## src/rtl/sram_dp_ctrl_if.sv

```systemverilog
`default_nettype none
// ============================================================================
//  Module      : sram_dp_ctrl_if
//  Description : Client-side bus of the dual-port SRAM controller.
//                Two independent valid/ready request channels plus their
//                read-return channels (rvalid pulse + rdata).
//                  req*    client request valid
//                  we*     1 = write, 0 = read
//                  addr*   13-bit word address
//                  wdata*  32-bit write data
//                  ready*  request accepted when req & ready
//                  rvalid* one-cycle read-return pulse
//                  rdata*  read data, valid while rvalid* is high
//                The controller connects through the slave modport and the
//                clients through the master modport.
//  Revision    : 1.0 - initial release
// ============================================================================
interface sram_dp_ctrl_if;
    logic        req0;
    logic        req1;
    logic        we0;
    logic        we1;
    logic [12:0] addr0;
    logic [12:0] addr1;
    logic [31:0] wdata0;
    logic [31:0] wdata1;
    logic        ready0;
    logic        ready1;
    logic        rvalid0;
    logic        rvalid1;
    logic [31:0] rdata0;
    logic [31:0] rdata1;

    modport slave (
        input  req0, req1, we0, we1, addr0, addr1, wdata0, wdata1,
        output ready0, ready1, rvalid0, rvalid1, rdata0, rdata1
    );

    modport master (
        output req0, req1, we0, we1, addr0, addr1, wdata0, wdata1,
        input  ready0, ready1, rvalid0, rvalid1, rdata0, rdata1
    );
endinterface
`default_nettype wire

```

## src/rtl/sram_dp_ctrl.sv

```systemverilog
`default_nettype none
// ============================================================================
//  Module      : sram_dp_ctrl
//  Description : Dual-client controller for the 8192x32 dual-port SRAM macro.
//                Client 0 drives macro port A, client 1 drives macro port B.
//                All macro pins are registered. Client 1 is stalled when both
//                clients target the same address and either one writes.
//                Reads return with a fixed 2-cycle latency. After IDLE_CYCLES
//                idle cycles the macro is put in NAP; a request wakes it and
//                requests are held off for WAKE_CYCLES cycles.
//  Ports       : clk, rst           clock, async active-high reset
//                cli (slave)        client request/return bus
//                coll_cnt           saturating count of client-1 stalls
//                sram_cs*n/we*n     macro chip selects / write enables (low)
//                sram_a/b, dia/dib  macro addresses and write data
//                sram_nap           macro NAP control
//                sram_dvse, dvs     macro margin controls, tied off
//                sram_doa/dob       macro read data
//  Revision    : 1.0 - initial release
// ============================================================================
module sram_dp_ctrl #(
    parameter int unsigned IDLE_CYCLES = 64,
    parameter int unsigned WAKE_CYCLES = 4
) (
    input  wire logic        clk,
    input  wire logic        rst,
    sram_dp_ctrl_if.slave    cli,
    output logic [15:0]      coll_cnt,
    output logic             sram_csan,
    output logic             sram_wean,
    output logic             sram_csbn,
    output logic             sram_webn,
    output logic [12:0]      sram_a,
    output logic [12:0]      sram_b,
    output logic [31:0]      sram_dia,
    output logic [31:0]      sram_dib,
    output logic             sram_nap,
    output logic             sram_dvse,
    output logic [3:0]       sram_dvs,
    input  wire logic [31:0] sram_doa,
    input  wire logic [31:0] sram_dob
);

    localparam logic [1:0]  c_st_active = 2'd0;
    localparam logic [1:0]  c_st_nap    = 2'd1;
    localparam logic [1:0]  c_st_wake   = 2'd2;

    localparam logic [31:0] c_idle_max  = 32'(IDLE_CYCLES);
    localparam logic [31:0] c_wake_last = 32'(WAKE_CYCLES - 1);

    logic [1:0]  r_state;
    logic [1:0]  w_state_nxt;
    logic [31:0] r_idle_cnt;
    logic [31:0] r_wake_cnt;

    logic        w_ready0;
    logic        w_ready1;
    logic        w_coll;
    logic        w_acc0;
    logic        w_acc1;
    logic        w_idle;

    // Read tracking: p1 is set on the acceptance edge (macro pins loaded),
    // p2 on the edge the macro samples, rvalid on the edge sram_do* is taken.
    logic        r_rd0_p1;
    logic        r_rd0_p2;
    logic        r_rd1_p1;
    logic        r_rd1_p2;
    logic        r_rvalid0;
    logic        r_rvalid1;
    logic [31:0] r_rdata0;
    logic [31:0] r_rdata1;

    // Same-address access with at least one write; read/read is harmless.
    assign w_coll = cli.req0 && cli.req1 && (cli.addr0 == cli.addr1) &&
                    (cli.we0 || cli.we1);

    assign w_acc0 = cli.req0 && w_ready0;
    assign w_acc1 = cli.req1 && w_ready1;

    // A returning read (rvalid high) no longer counts as in flight, so the
    // idle count starts on the cycle the data is presented.
    assign w_idle = !cli.req0 && !cli.req1 &&
                    !r_rd0_p1 && !r_rd0_p2 && !r_rd1_p1 && !r_rd1_p2;

    always_comb begin
        w_state_nxt = r_state;
        w_ready0    = 1'b0;
        w_ready1    = 1'b0;
        case (r_state)
            c_st_active: begin
                w_ready0 = 1'b1;
                w_ready1 = !w_coll;
                if ((IDLE_CYCLES != 0) && w_idle && (r_idle_cnt == c_idle_max)) begin
                    w_state_nxt = c_st_nap;
                end
            end
            c_st_nap: begin
                if (cli.req0 || cli.req1) begin
                    w_state_nxt = c_st_wake;
                end
            end
            c_st_wake: begin
                if (r_wake_cnt == c_wake_last) begin
                    w_state_nxt = c_st_active;
                end
            end
            default: begin
                w_state_nxt = c_st_active;
            end
        endcase
    end

    always_ff @(posedge clk or posedge rst) begin
        if (rst) begin
            r_state    <= c_st_active;
            r_idle_cnt <= 32'd0;
            r_wake_cnt <= 32'd0;
            coll_cnt   <= 16'd0;
            sram_csan  <= 1'b1;
            sram_wean  <= 1'b1;
            sram_csbn  <= 1'b1;
            sram_webn  <= 1'b1;
            sram_a     <= 13'd0;
            sram_b     <= 13'd0;
            sram_dia   <= 32'd0;
            sram_dib   <= 32'd0;
            sram_nap   <= 1'b0;
            r_rd0_p1   <= 1'b0;
            r_rd0_p2   <= 1'b0;
            r_rd1_p1   <= 1'b0;
            r_rd1_p2   <= 1'b0;
            r_rvalid0  <= 1'b0;
            r_rvalid1  <= 1'b0;
            r_rdata0   <= 32'd0;
            r_rdata1   <= 32'd0;
        end else begin
            r_state  <= w_state_nxt;
            sram_nap <= (w_state_nxt == c_st_nap);

            // Port A: address/data only move on an accepted request.
            sram_csan <= !w_acc0;
            sram_wean <= !(w_acc0 && cli.we0);
            if (w_acc0) begin
                sram_a   <= cli.addr0;
                sram_dia <= cli.wdata0;
            end

            // Port B.
            sram_csbn <= !w_acc1;
            sram_webn <= !(w_acc1 && cli.we1);
            if (w_acc1) begin
                sram_b   <= cli.addr1;
                sram_dib <= cli.wdata1;
            end

            r_rd0_p1  <= w_acc0 && !cli.we0;
            r_rd0_p2  <= r_rd0_p1;
            r_rvalid0 <= r_rd0_p2;
            if (r_rd0_p2) begin
                r_rdata0 <= sram_doa;
            end

            r_rd1_p1  <= w_acc1 && !cli.we1;
            r_rd1_p2  <= r_rd1_p1;
            r_rvalid1 <= r_rd1_p2;
            if (r_rd1_p2) begin
                r_rdata1 <= sram_dob;
            end

            // Counter stops at the threshold; the NAP transition clears it.
            if ((r_state == c_st_active) && w_idle && (r_idle_cnt != c_idle_max)) begin
                r_idle_cnt <= r_idle_cnt + 32'd1;
            end else begin
                r_idle_cnt <= 32'd0;
            end

            if (r_state == c_st_wake) begin
                r_wake_cnt <= r_wake_cnt + 32'd1;
            end else begin
                r_wake_cnt <= 32'd0;
            end

            if ((r_state == c_st_active) && w_coll && (coll_cnt != 16'hFFFF)) begin
                coll_cnt <= coll_cnt + 16'd1;
            end
        end
    end

    assign cli.ready0  = w_ready0;
    assign cli.ready1  = w_ready1;
    assign cli.rvalid0 = r_rvalid0;
    assign cli.rvalid1 = r_rvalid1;
    assign cli.rdata0  = r_rdata0;
    assign cli.rdata1  = r_rdata1;

    assign sram_dvse = 1'b0;
    assign sram_dvs  = 4'h0;

endmodule
`default_nettype wire

```

## src/flat_wrapper.sv

```systemverilog
// flat-port wrapper written by rule: the top's interface ports become plain ports
module sram_dp_ctrl_flat 
#(
    parameter int unsigned IDLE_CYCLES = 64,
    parameter int unsigned WAKE_CYCLES = 4
)
  (clk, rst, coll_cnt, sram_csan, sram_wean, sram_csbn, sram_webn, sram_a, sram_b, sram_dia, sram_dib, sram_nap, sram_dvse, sram_dvs, sram_doa, sram_dob, cli_req0, cli_req1, cli_we0, cli_we1, cli_addr0, cli_addr1, cli_wdata0, cli_wdata1, cli_ready0, cli_ready1, cli_rvalid0, cli_rvalid1, cli_rdata0, cli_rdata1);
  sram_dp_ctrl_if cli_i ();
  input  wire logic clk;
  input  wire logic rst;
  output logic [15:0] coll_cnt;
  output logic sram_csan;
  output logic sram_wean;
  output logic sram_csbn;
  output logic sram_webn;
  output logic [12:0] sram_a;
  output logic [12:0] sram_b;
  output logic [31:0] sram_dia;
  output logic [31:0] sram_dib;
  output logic sram_nap;
  output logic sram_dvse;
  output logic [3:0] sram_dvs;
  input  wire logic [31:0] sram_doa;
  input  wire logic [31:0] sram_dob;
  input wire logic [$bits(cli_i.req0)-1:0] cli_req0;
  input wire logic [$bits(cli_i.req1)-1:0] cli_req1;
  input wire logic [$bits(cli_i.we0)-1:0] cli_we0;
  input wire logic [$bits(cli_i.we1)-1:0] cli_we1;
  input wire logic [$bits(cli_i.addr0)-1:0] cli_addr0;
  input wire logic [$bits(cli_i.addr1)-1:0] cli_addr1;
  input wire logic [$bits(cli_i.wdata0)-1:0] cli_wdata0;
  input wire logic [$bits(cli_i.wdata1)-1:0] cli_wdata1;
  output wire logic [$bits(cli_i.ready0)-1:0] cli_ready0;
  output wire logic [$bits(cli_i.ready1)-1:0] cli_ready1;
  output wire logic [$bits(cli_i.rvalid0)-1:0] cli_rvalid0;
  output wire logic [$bits(cli_i.rvalid1)-1:0] cli_rvalid1;
  output wire logic [$bits(cli_i.rdata0)-1:0] cli_rdata0;
  output wire logic [$bits(cli_i.rdata1)-1:0] cli_rdata1;
  assign cli_i.req0 = cli_req0;
  assign cli_i.req1 = cli_req1;
  assign cli_i.we0 = cli_we0;
  assign cli_i.we1 = cli_we1;
  assign cli_i.addr0 = cli_addr0;
  assign cli_i.addr1 = cli_addr1;
  assign cli_i.wdata0 = cli_wdata0;
  assign cli_i.wdata1 = cli_wdata1;
  assign cli_ready0 = cli_i.ready0;
  assign cli_ready1 = cli_i.ready1;
  assign cli_rvalid0 = cli_i.rvalid0;
  assign cli_rvalid1 = cli_i.rvalid1;
  assign cli_rdata0 = cli_i.rdata0;
  assign cli_rdata1 = cli_i.rdata1;
  sram_dp_ctrl #(.IDLE_CYCLES(IDLE_CYCLES), .WAKE_CYCLES(WAKE_CYCLES)) u_core (.clk(clk), .rst(rst), .cli(cli_i), .coll_cnt(coll_cnt), .sram_csan(sram_csan), .sram_wean(sram_wean), .sram_csbn(sram_csbn), .sram_webn(sram_webn), .sram_a(sram_a), .sram_b(sram_b), .sram_dia(sram_dia), .sram_dib(sram_dib), .sram_nap(sram_nap), .sram_dvse(sram_dvse), .sram_dvs(sram_dvs), .sram_doa(sram_doa), .sram_dob(sram_dob));
endmodule
```

## config.mk

```make
export PLATFORM = sky130hd
export DESIGN_NAME = sram_dp_ctrl_flat
export DESIGN_NICKNAME = d
export VERILOG_FILES = /design/src/rtl/sram_dp_ctrl_if.sv /design/src/rtl/sram_dp_ctrl.sv /design/src/flat_wrapper.sv
export SDC_FILE = /design/constraint.sdc
export NUM_CORES = 1
export LEC_CHECK = 0
export ABC_CLOCK_PERIOD_IN_PS = 11200
export CELL_PAD_IN_SITES_DETAIL_PLACEMENT = 1
export CELL_PAD_IN_SITES_GLOBAL_PLACEMENT = 1
export CORE_MARGIN = 3
export CORE_UTILIZATION = 36
export CTS_BUF_LIST = sky130_fd_sc_hd__clkbuf_2
export DETAILED_ROUTE_END_ITERATION = 10
export PLACE_DENSITY = 0.87
export SYNTH_ARGS = -nofsm -noshare
export SYNTH_HDL_FRONTEND = slang
export SYNTH_SLANG_ARGS = --single-unit
```

## constraint.sdc

```tcl
create_clock -name clk -period 11.2 [get_ports clk]
set_clock_uncertainty 0.05 [all_clocks]
set_input_delay 1.68 -clock clk [delete_from_list [all_inputs] [get_ports clk]]
set_output_delay 1.68 -clock clk [all_outputs]
set_load 0.02 [all_outputs]
```

==> results of run 1 <==
## per-layer routing
| metal | part of all wire [%] | up-vias | global-route usage (%) |
|---|---|---|---|
| li1 | - | 3838 | - |
| met1 | 39 | 4175 | 23.2 |
| met2 | 50 | 311 | 36.0 |
| met3 | 7.8 | 70 | 6.57 |
| met4 | 2.8 | 0 | 7.62 |
| met5 | 0 | - | 0 |
## how the worst max path moves through the flow
stage,from,end,slack [ns],cells after the start
final,cli_addr0[12],cli_ready1,5.46,6
after global routing,cli_addr0[12],cli_ready1,5.31,6
after CTS,cli_addr0[12],cli_ready1,5.31,6
after detailed placement,cli_addr0[12],cli_ready1,5.32,6
after global placement,cli_addr1[10],cli_ready1,5.31,6
after floorplan,rst,u_core.cli.rdata0[0],2.69,1
## cells in the mapped netlist (all sizes together) (2+ instances only)
cell type and n:
dfrtp 243, nand2 157, mux2 112, nor2 69, xnor2 45, nor4 40, clkbuf 34, xor2 32
nand3 25, inv 23, nand4 23, nor3 15, and3 11, buf 11, o21ai 10, or3 10
a21oi 9, and4 8, dfstp 4, ha 4, and2 3, nor4b 3, o2111ai 2, or2 2
or4 2
## cell families (layout without fill, tap and decap cells)
| group | after synthesis | in the layout | synth area share (%) |
|---|---|---|---|
| flip-flops | 247 | 247 | 59.6 |
| buffers and inverters | 68 | 478 | 2.99 |
| other | 1 | 6 | 0.0362 |
| XOR/XNOR | 77 | 77 | 6.50 |
| multiplexers | 112 | 112 | 12.2 |
| adder cells (fa/ha/maj) | 4 | 4 | 0.483 |
| AO/OA/AOI/OAI | 25 | 25 | 1.36 |
| AND/OR/NAND/NOR | 371 | 371 | 16.8 |
## cell type report
type                       count  area share [%]
tap                          378            3.23
antenna                        1          0.0171
clock buffer                 101            3.45
multi-input combinational    594            26.6
sequential                   247            42.2
timing repair buffer         348            23.6
clock inverter                 6           0.179
inverter                      23           0.641
## sequential cells by signal (all words and copies together) (netlist names), 2 cells and up
register and cells:
u_core.sram_b 13, u_core.cli.rdata1 32, u_core.sram_dia 32, u_core.r_wake_cnt 32, u_core.coll_cnt 16, u_core.sram_a 13, u_core.r_state 2, u_core.cli.rdata0 32
u_core.sram_dib 32, u_core.r_idle_cnt 32
## critical path, stage by stage
cell and delay (ns):
clkdlybuf4s50_1 0.49, xor2_1 0.18, nor4_1 0.54, nand2_1 0.24
o21a_1 0.28, clkdlybuf4s50_1 0.60
## power by group through the flow
stage / Sequential (mW) / Clock [mW] / Combinational (mW)
after global placement: 1.24 / 0 / 1.20
after global routing: 1.27 / 0.691 / 1.29
after detailed placement: 1.26 / 0 / 1.23
after floorplan: 1.51 / 0 / 0.323
after CTS: 1.25 / 0.641 / 1.23
final: 1.25 / 0.606 / 1.21
## through the flow
step	hold WS [ns]	power, mW	worst slack, ns	instance area, sq um
final	0.339	3.07	5.46	14600
after global routing	0.349	3.25	5.31	14600
after CTS	0.343	3.12	5.31	14600
after detailed placement	0.311	2.49	5.32	14100
after global placement	0.308	2.44	5.31	14100
after floorplan	0.302	1.83	2.69	10400
==> metrics.txt, run 1 <==
status=finished clean; DRT antenna net count=0; Core Rows=61; Seq/Total Area, Yosys=59.6%; Achievable Freq=174 MHz; period utilisation layout=51.3%; layout cell share with drive strength beyond 1=18.0%; vias in the first global route=9311; RR Endpoint=u_core.coll_cnt[6]; Hold Path Depth=0; final setup fails=0; NetSw=1.12 mW; most frequent cells in the layout=clkdlybuf4s50_1 (338), dfrtp_1 (243), nand2_1 (157), mux2_2 (112), clkbuf_2 (101); Slew @ Worst Pin=0.890 ns; Initial Util=36.9%; Async SR Flop Fraction=100%; Hold Buf Count CTS=0; Die X=176 um; initial antenna violation count=1; Final Util=52.1%; Die Area=30900 sq um; WHS Endpoint=u_core.r_rd0_p2; H-tree Lvls=3; Core ar.=28100 sq um; Slew Viols, Final=0; DRC viols=0; Worst EP arrival=4.01 ns; total wire length=32600 um; Area Growth Syn to Fin=41.2%; grt ovf=0; Synth area leader=dfrtp_1; Pint=1.94 mW; Cell Count, Final, Fillers Out=1698; Port Buf Inserts=338; WL/cell=19.2 um; min Tclk post-route=5.74 ns; combinational share of power=39.6%; R2R depth=6; TritonCTS clock tree=done; fill cell count=3096; worst min path class=reg -> reg; HP Start=u_core.r_rd0_p1; RSZ-0062 raised after global routing=false; largest net degree at the start of global routing=121; Slew HR=40.7%; Synthesis Warnings=0; syn_area_per_cell=11.5 sq um; r2r setup slk=8.65 ns; Synth top area share=58.6%; switching share of power=36.7%; clk sinks=247; Top FF cell, synth=dfrtp_1; number of nets at the end of the flow=1447; count of state elements after synthesis=247; worst skew pair latency=0.80 ns; Routability Congestion=0.788; Total GRT Usage=20.5%; Multi-input gate area=3900 sq um; Initial DRT Pass Iterations=4; Worst VDD drop=0.000103 V; mapped cell area=10400 sq um; placed wire-length estimate=23600 um; 1st-iter DRT viols=330; largest cells by area after synthesis=dfrtp_1 (59%), mux2_2 (12%), nand2_1 (5.7%); Clock Tree Buf Depth=3; I/O Pins=344; Power Density=209 nW/um^2; clk slew on worst S/H paths=0.09 ns; sequential share of power=40.6%; CTS root buffer=clkbuf_2; # Max-Cap Violations=0; post-synthesis cell count=905; Final Hold Vio Count=0; first-pass GRT wire length=50500 um; crit path max fanout=3; LEAKAGE=6.29 nW; nature of the critical path endpoint=output port; CTS buffer count=69; library cells used by synthesis=39; chip height=176 um; worst r2r src=u_core.coll_cnt[0]; post-CTS setup buffers=0; DR vias/cell=4.94; Placed Cells=1590; critical setup path kind=in -> out; post-cts sizing count=0; clock power share=19.8%; FF+latch area=6190 sq um; commonest non-fill, non-tap cell in the layout=clkdlybuf4s50_1; Worst Path Required=9.47 ns; Setup TNS=0 ns; Worst setup SP type=input port; number of synthesized flops with an enable pin=0; DR vias=8394
Note: power is estimated with default switching activity, not from simulation.
==> inputs of run 2 (changes only) <==
--- a/config.mk
+++ b/config.mk
@@ -5,7 +5,7 @@
 export SDC_FILE = /design/constraint.sdc
 export NUM_CORES = 1
 export LEC_CHECK = 0
-export ABC_CLOCK_PERIOD_IN_PS = 11200
+export ABC_CLOCK_PERIOD_IN_PS = 5600
 export CELL_PAD_IN_SITES_DETAIL_PLACEMENT = 1
 export CELL_PAD_IN_SITES_GLOBAL_PLACEMENT = 1
 export CORE_MARGIN = 3
==> constraint.sdc (replaced) <==
create_clock -name clk -period 5.6 [get_ports clk]
set_clock_uncertainty 0.05 [all_clocks]
set_input_delay 0.84 -clock clk [delete_from_list [all_inputs] [get_ports clk]]
set_output_delay 0.84 -clock clk [all_outputs]
set_load 0.02 [all_outputs]
==> run 2 against run 1 <==
  * Non-clock buffer count is the same
  * Total power up 110%
  * Highest routed layer unchanged
  * Final area rose by 1.1%
  * Largest power group unchanged
  * Clock power is 130% higher
  * Critical path type unchanged
==> metrics.txt, run 2 (synthesized netlist as in run 1, its figures left out) <==
vias in the first global route=9315; Die X=176 um; initial antenna violation count=2; Slew Viols, Final=0; DRC viols=0; layout cell share with drive strength beyond 1=18.2%; Slew @ Worst Pin=0.824 ns; Slew HR=45.0%; Port Buf Inserts=338; Die Area=30900 sq um; crit path max fanout=3; critical setup path kind=in -> out; number of nets at the end of the flow=1447; first-pass GRT wire length=50500 um; most frequent cells in the layout=clkdlybuf4s50_1 (338), dfrtp_1 (243), nand2_1 (157), mux2_2 (112), clkbuf_2 (105); worst skew pair latency=0.81 ns; clk sinks=247; total wire length=32400 um; CTS buffer count=69; Routability Congestion=0.780; Hold Buf Count CTS=0; final setup fails=0; post-cts sizing count=0; RSZ-0062 raised after global routing=false; Post-Place Cell Area=14100 sq um; Core ar.=28100 sq um; LEAKAGE=6.36 nW; Initial Util=36.9%; WL/cell=18.9 um; Power Density=426 nW/um^2; status=finished clean; Initial DRT Pass Iterations=6; period utilisation layout=72.5%; Setup TNS=0 ns; grt ovf=0; Total GRT Usage=20.5%; TritonCTS clock tree=done; placed wire-length estimate=23700 um; Area Growth Syn to Fin=42.8%; commonest non-fill, non-tap cell in the layout=clkdlybuf4s50_1; final non-filler cell area=14800 sq um; Core Rows=61; Worst setup SP type=input port; 1st-iter DRT viols=269; nature of the critical path endpoint=output port; I/O Pins=344; Clock Tree Buf Depth=3; Worst VDD drop=0.000225 V; CTS root buffer=clkbuf_2; DR vias/cell=4.85; Achievable Freq=246 MHz; largest net degree at the start of global routing=143; DR vias=8301; Worst EP arrival=3.17 ns; # Max-Cap Violations=0; Final Hold Vio Count=0; R2R depth=8; min Tclk post-route=4.06 ns; Hold Path Depth=0; chip height=176 um; clk slew on worst S/H paths=0.08 ns; post-CTS setup buffers=0; DRT antenna net count=0; Worst Path Required=4.71 ns; H-tree Lvls=3; worst min path class=reg -> reg
-- run 2: final timing paths --
kind | start | endpoint | slack, ns
max | cli_addr1[10] | cli_ready1 | 1.54
max reg2reg | u_core.r_state[1] | u_core.sram_a[2] | 2.96
max in group asynchronous | rst | u_core.cli.rdata0[27] | 3.76
min in group asynchronous | rst | u_core.sram_dia[2] | 0.49
min | u_core.r_rd0_p1 | u_core.r_rd0_p2 | 0.32
min reg2reg | u_core.r_rd0_p1 | u_core.r_rd0_p2 | 0.32
-- run 2: area by class of cell --
class                           count  area (sq um)
Sequential cell                   247          6190
Timing Repair Buffer              348          3480
Antenna cell                        2          5.00
Clock inverter                     16           149
Clock buffer                      105           526
Fill cell                        3141         13300
Tap cell                          378           473
Inverter                           23          90.1
Multi-Input combinational cell    594          3900
-- run 2: per-layer routing --
metal	global-route usage, %	vias up	share of wire [%]
met2	34.9	329	49
met3	8.00	69	8.8
met4	8.48	0	3.1
li1	-	3847	-
met5	0	-	0
met1	23.1	4056	39
-- run 2: stage by stage --
step / setup WS, ns / utilization (%) / cells / power (mW) / hold WS, ns
finish: 1.54 / 52.7 / 1713 / 6.31 / 0.317
global route: 1.38 / 52.7 / 1713 / 6.70 / 0.360
CTS: 1.45 / 52.7 / 1711 / 6.43 / 0.329
detailed placement: 1.46 / 50.3 / 1590 / 4.98 / 0.318
global placement: 1.36 / 50.3 / 1590 / 4.86 / 0.308
floorplan: 1.47 / - / 909 / 3.66 / 0.302
-- run 2: critical path: stages --
cell and delay [ns]:
clkdlybuf4s50_1 0.47, xor2_1 0.23, nor4_1 0.51, nand2_1 0.24
o21a_1 0.28, clkdlybuf4s50_1 0.60
-- run 2: where the power goes --
part | switching (mW) | total (mW) | internal [mW]
clock network | 0.772 | 1.40 | 0.633
logic | 1.24 | 2.43 | 1.19
registers | 0.250 | 2.48 | 2.23
total | 2.26 | 6.31 | 4.05
==> inputs of run 3 (changes only) <==
--- a/config.mk
+++ b/config.mk
@@ -5,7 +5,7 @@
 export SDC_FILE = /design/constraint.sdc
 export NUM_CORES = 1
 export LEC_CHECK = 0
-export ABC_CLOCK_PERIOD_IN_PS = 5600
+export ABC_CLOCK_PERIOD_IN_PS = 4300
 export CELL_PAD_IN_SITES_DETAIL_PLACEMENT = 1
 export CELL_PAD_IN_SITES_GLOBAL_PLACEMENT = 1
 export CORE_MARGIN = 3
==> constraint.sdc (replaced) <==
create_clock -name clk -period 4.3 [get_ports clk]
set_clock_uncertainty 0.05 [all_clocks]
set_input_delay 0.645 -clock clk [delete_from_list [all_inputs] [get_ports clk]]
set_output_delay 0.645 -clock clk [all_outputs]
set_load 0.02 [all_outputs]
==> run 3 against run 2 <==
  * Utilization increased by 0.062 points
  * Critical path depth unchanged
  * Worst setup slack got worse by 0.91 ns
  * First-iteration DRC count increased by 49%
  * Final area increased by 0.12%
  * Sequential power increased by 30%
  * Die area unchanged
  * Critical endpoint unchanged
  * Largest cell class unchanged
  * Largest power group unchanged
  * Highest routed layer unchanged
==> metrics.txt, run 3 (synthesized netlist as in run 1, its figures left out) <==
min Tclk post-route=3.67 ns; Worst Path Required=3.61 ns; Clock Tree Buf Depth=3; Port Buf Inserts=338; met3 usage in global routing=7.41%; worst skew pair latency=0.79 ns; chip height=176 um; Top Family by Delay on Critical Path=buffers and inverters; Power Density=551 nW/um^2; Top cell by count, worst path=clkdlybuf4s50_1; Setup WS pre-CTS=0.590 ns; DRC viols=0; clk slew on worst S/H paths=0.10 ns; CP startpoint=cli_addr0[0]; Core ar.=28100 sq um; WL/cell=19.0 um; vias in the first global route=9203; I/O Pins=344; # Max-Cap Violations=0; placed wire-length estimate=23900 um; total wire length=32600 um; Critical-path top delay cell=clkdlybuf4s50_1; Worst VDD drop=0.000308 V; Die Area=30900 sq um; worst path bufs/invs=2; initial antenna violation count=0; Routability Congestion=0.793; CTS root buffer=clkbuf_2; GRT busiest layer=met2; Worst EP arrival=2.97 ns; Slew HR=31.5%; final non-filler cell area=14800 sq um; Cell Count, Final, Fillers Out=1713; DR vias=8379; met2 Resource Use GR=35.5%; Multi-input gate area=3900 sq um; DR vias/cell=4.89; period utilisation layout=85.3%; M1 GR Usage=24.5%; worst min path class=in -> reg; clk sinks=247; 1st-iter DRT viols=401; HP Start=cli_wdata0[25]; H-tree Lvls=3; Slew @ Worst Pin=1.03 ns; crit path max fanout=2; status=finished clean; Initial DRT Pass Iterations=4; worst r2r src=u_core.coll_cnt[0]; RSZ-0062 raised after global routing=false; Hold Buf Count CTS=0; CTS buffer count=69; Initial Util=36.9%; Slew Viols, Final=0; FF+latch area=6190 sq um; Area Growth Syn to Fin=43.0%; commonest non-fill, non-tap cell in the layout=clkdlybuf4s50_1; grt ovf=0; Pwr Total=8.18 mW; first-pass GRT wire length=51400 um; # diodes=0; setup ws final=0.632 ns; Final Hold Vio Count=0; number of nets at the end of the flow=1450; critical setup path kind=in -> out; Core Rows=61; TritonCTS clock tree=done; LEAKAGE=6.37 nW; largest net degree at the start of global routing=96; Worst setup SP type=input port; post-cts sizing count=0; Die X=176 um; Total GRT Usage=20.8%; Critical Path Max Stage Delay=0.60 ns; Post-Place Cell Area=14200 sq um; CP Cell Sequence=clkdlybuf4s50_1 -> xnor2_1 -> o2111ai_1 -> or3_2 -> o21a_1 -> clkdlybuf4s50_1; fill cell count=3090; most frequent cells in the layout=clkdlybuf4s50_1 (338), dfrtp_1 (243), nand2_1 (157), mux2_2 (112), clkbuf_2 (108); final setup fails=0; Achievable Freq=273 MHz; layout cell share with drive strength beyond 1=18.6%; Placed Cells=1593; nature of the critical path endpoint=output port; Setup TNS=0 ns; post-CTS setup buffers=0; DRT antenna net count=0
[run 3: cell types whose count changed in the layout (fill, tap and decap cells not counted), moves of 2 or more]
cell        previous run  this run
buf_12                 2         4
clkbuf_2             105       108
clkinv_1              10         7
clkinvlp_4             2         4
diode_2                2         0
[run 3: final timing paths]
path,slack [ns],depth (start not counted),to
setup / recovery,0.63,6,cli_ready1
max in group asynchronous,2.84,3,u_core.cli.rdata0[11]
hold / removal,0.33,3,u_core.sram_dia[25]
setup reg to reg,1.82,6,u_core.coll_cnt[11]
min in group asynchronous,0.36,2,u_core.r_wake_cnt[18]
hold reg to reg,0.34,0,u_core.r_rd0_p2
[run 3: per-stage QoR]
stage / util [%] / hold WS, ns
floorplan: - / 0.302
global placement: 50.5 / 0.309
detailed placement: 50.5 / 0.316
CTS: 52.8 / 0.207
global route: 52.8 / 0.212
finish: 52.8 / 0.326
[run 3: routing by layer]
metal | vias up | wire, um
met5 | - | 0
met4 | 0 | 793
met3 | 56 | 2660
met2 | 315 | 16200
met1 | 4151 | 12900
li1 | 3857 | -
[run 3: tightest hold or removal path, cell delays in order]
cell             delay [ns]
clkdlybuf4s50_1        0.40
nand2_1                0.06
nand2_1                0.04
[run 3: area by class of cell]
class / instances / area share [%]
Sequential cell: 247 / 41.7
Clock buffer: 108 / 3.65
Clock inverter: 12 / 0.734
Tap cell: 378 / 3.19
Timing Repair Buffer: 351 / 23.8
Multi-Input combinational cell: 594 / 26.3
Inverter: 23 / 0.608
[run 3: report_power, final]
| part | switching [mW] | total, mW | internal [mW] |
|---|---|---|---|
| registers | 0.328 | 3.23 | 2.90 |
| clock network | 0.995 | 1.77 | 0.776 |
| logic | 1.62 | 3.17 | 1.55 |
| total | 2.94 | 8.18 | 5.23 |
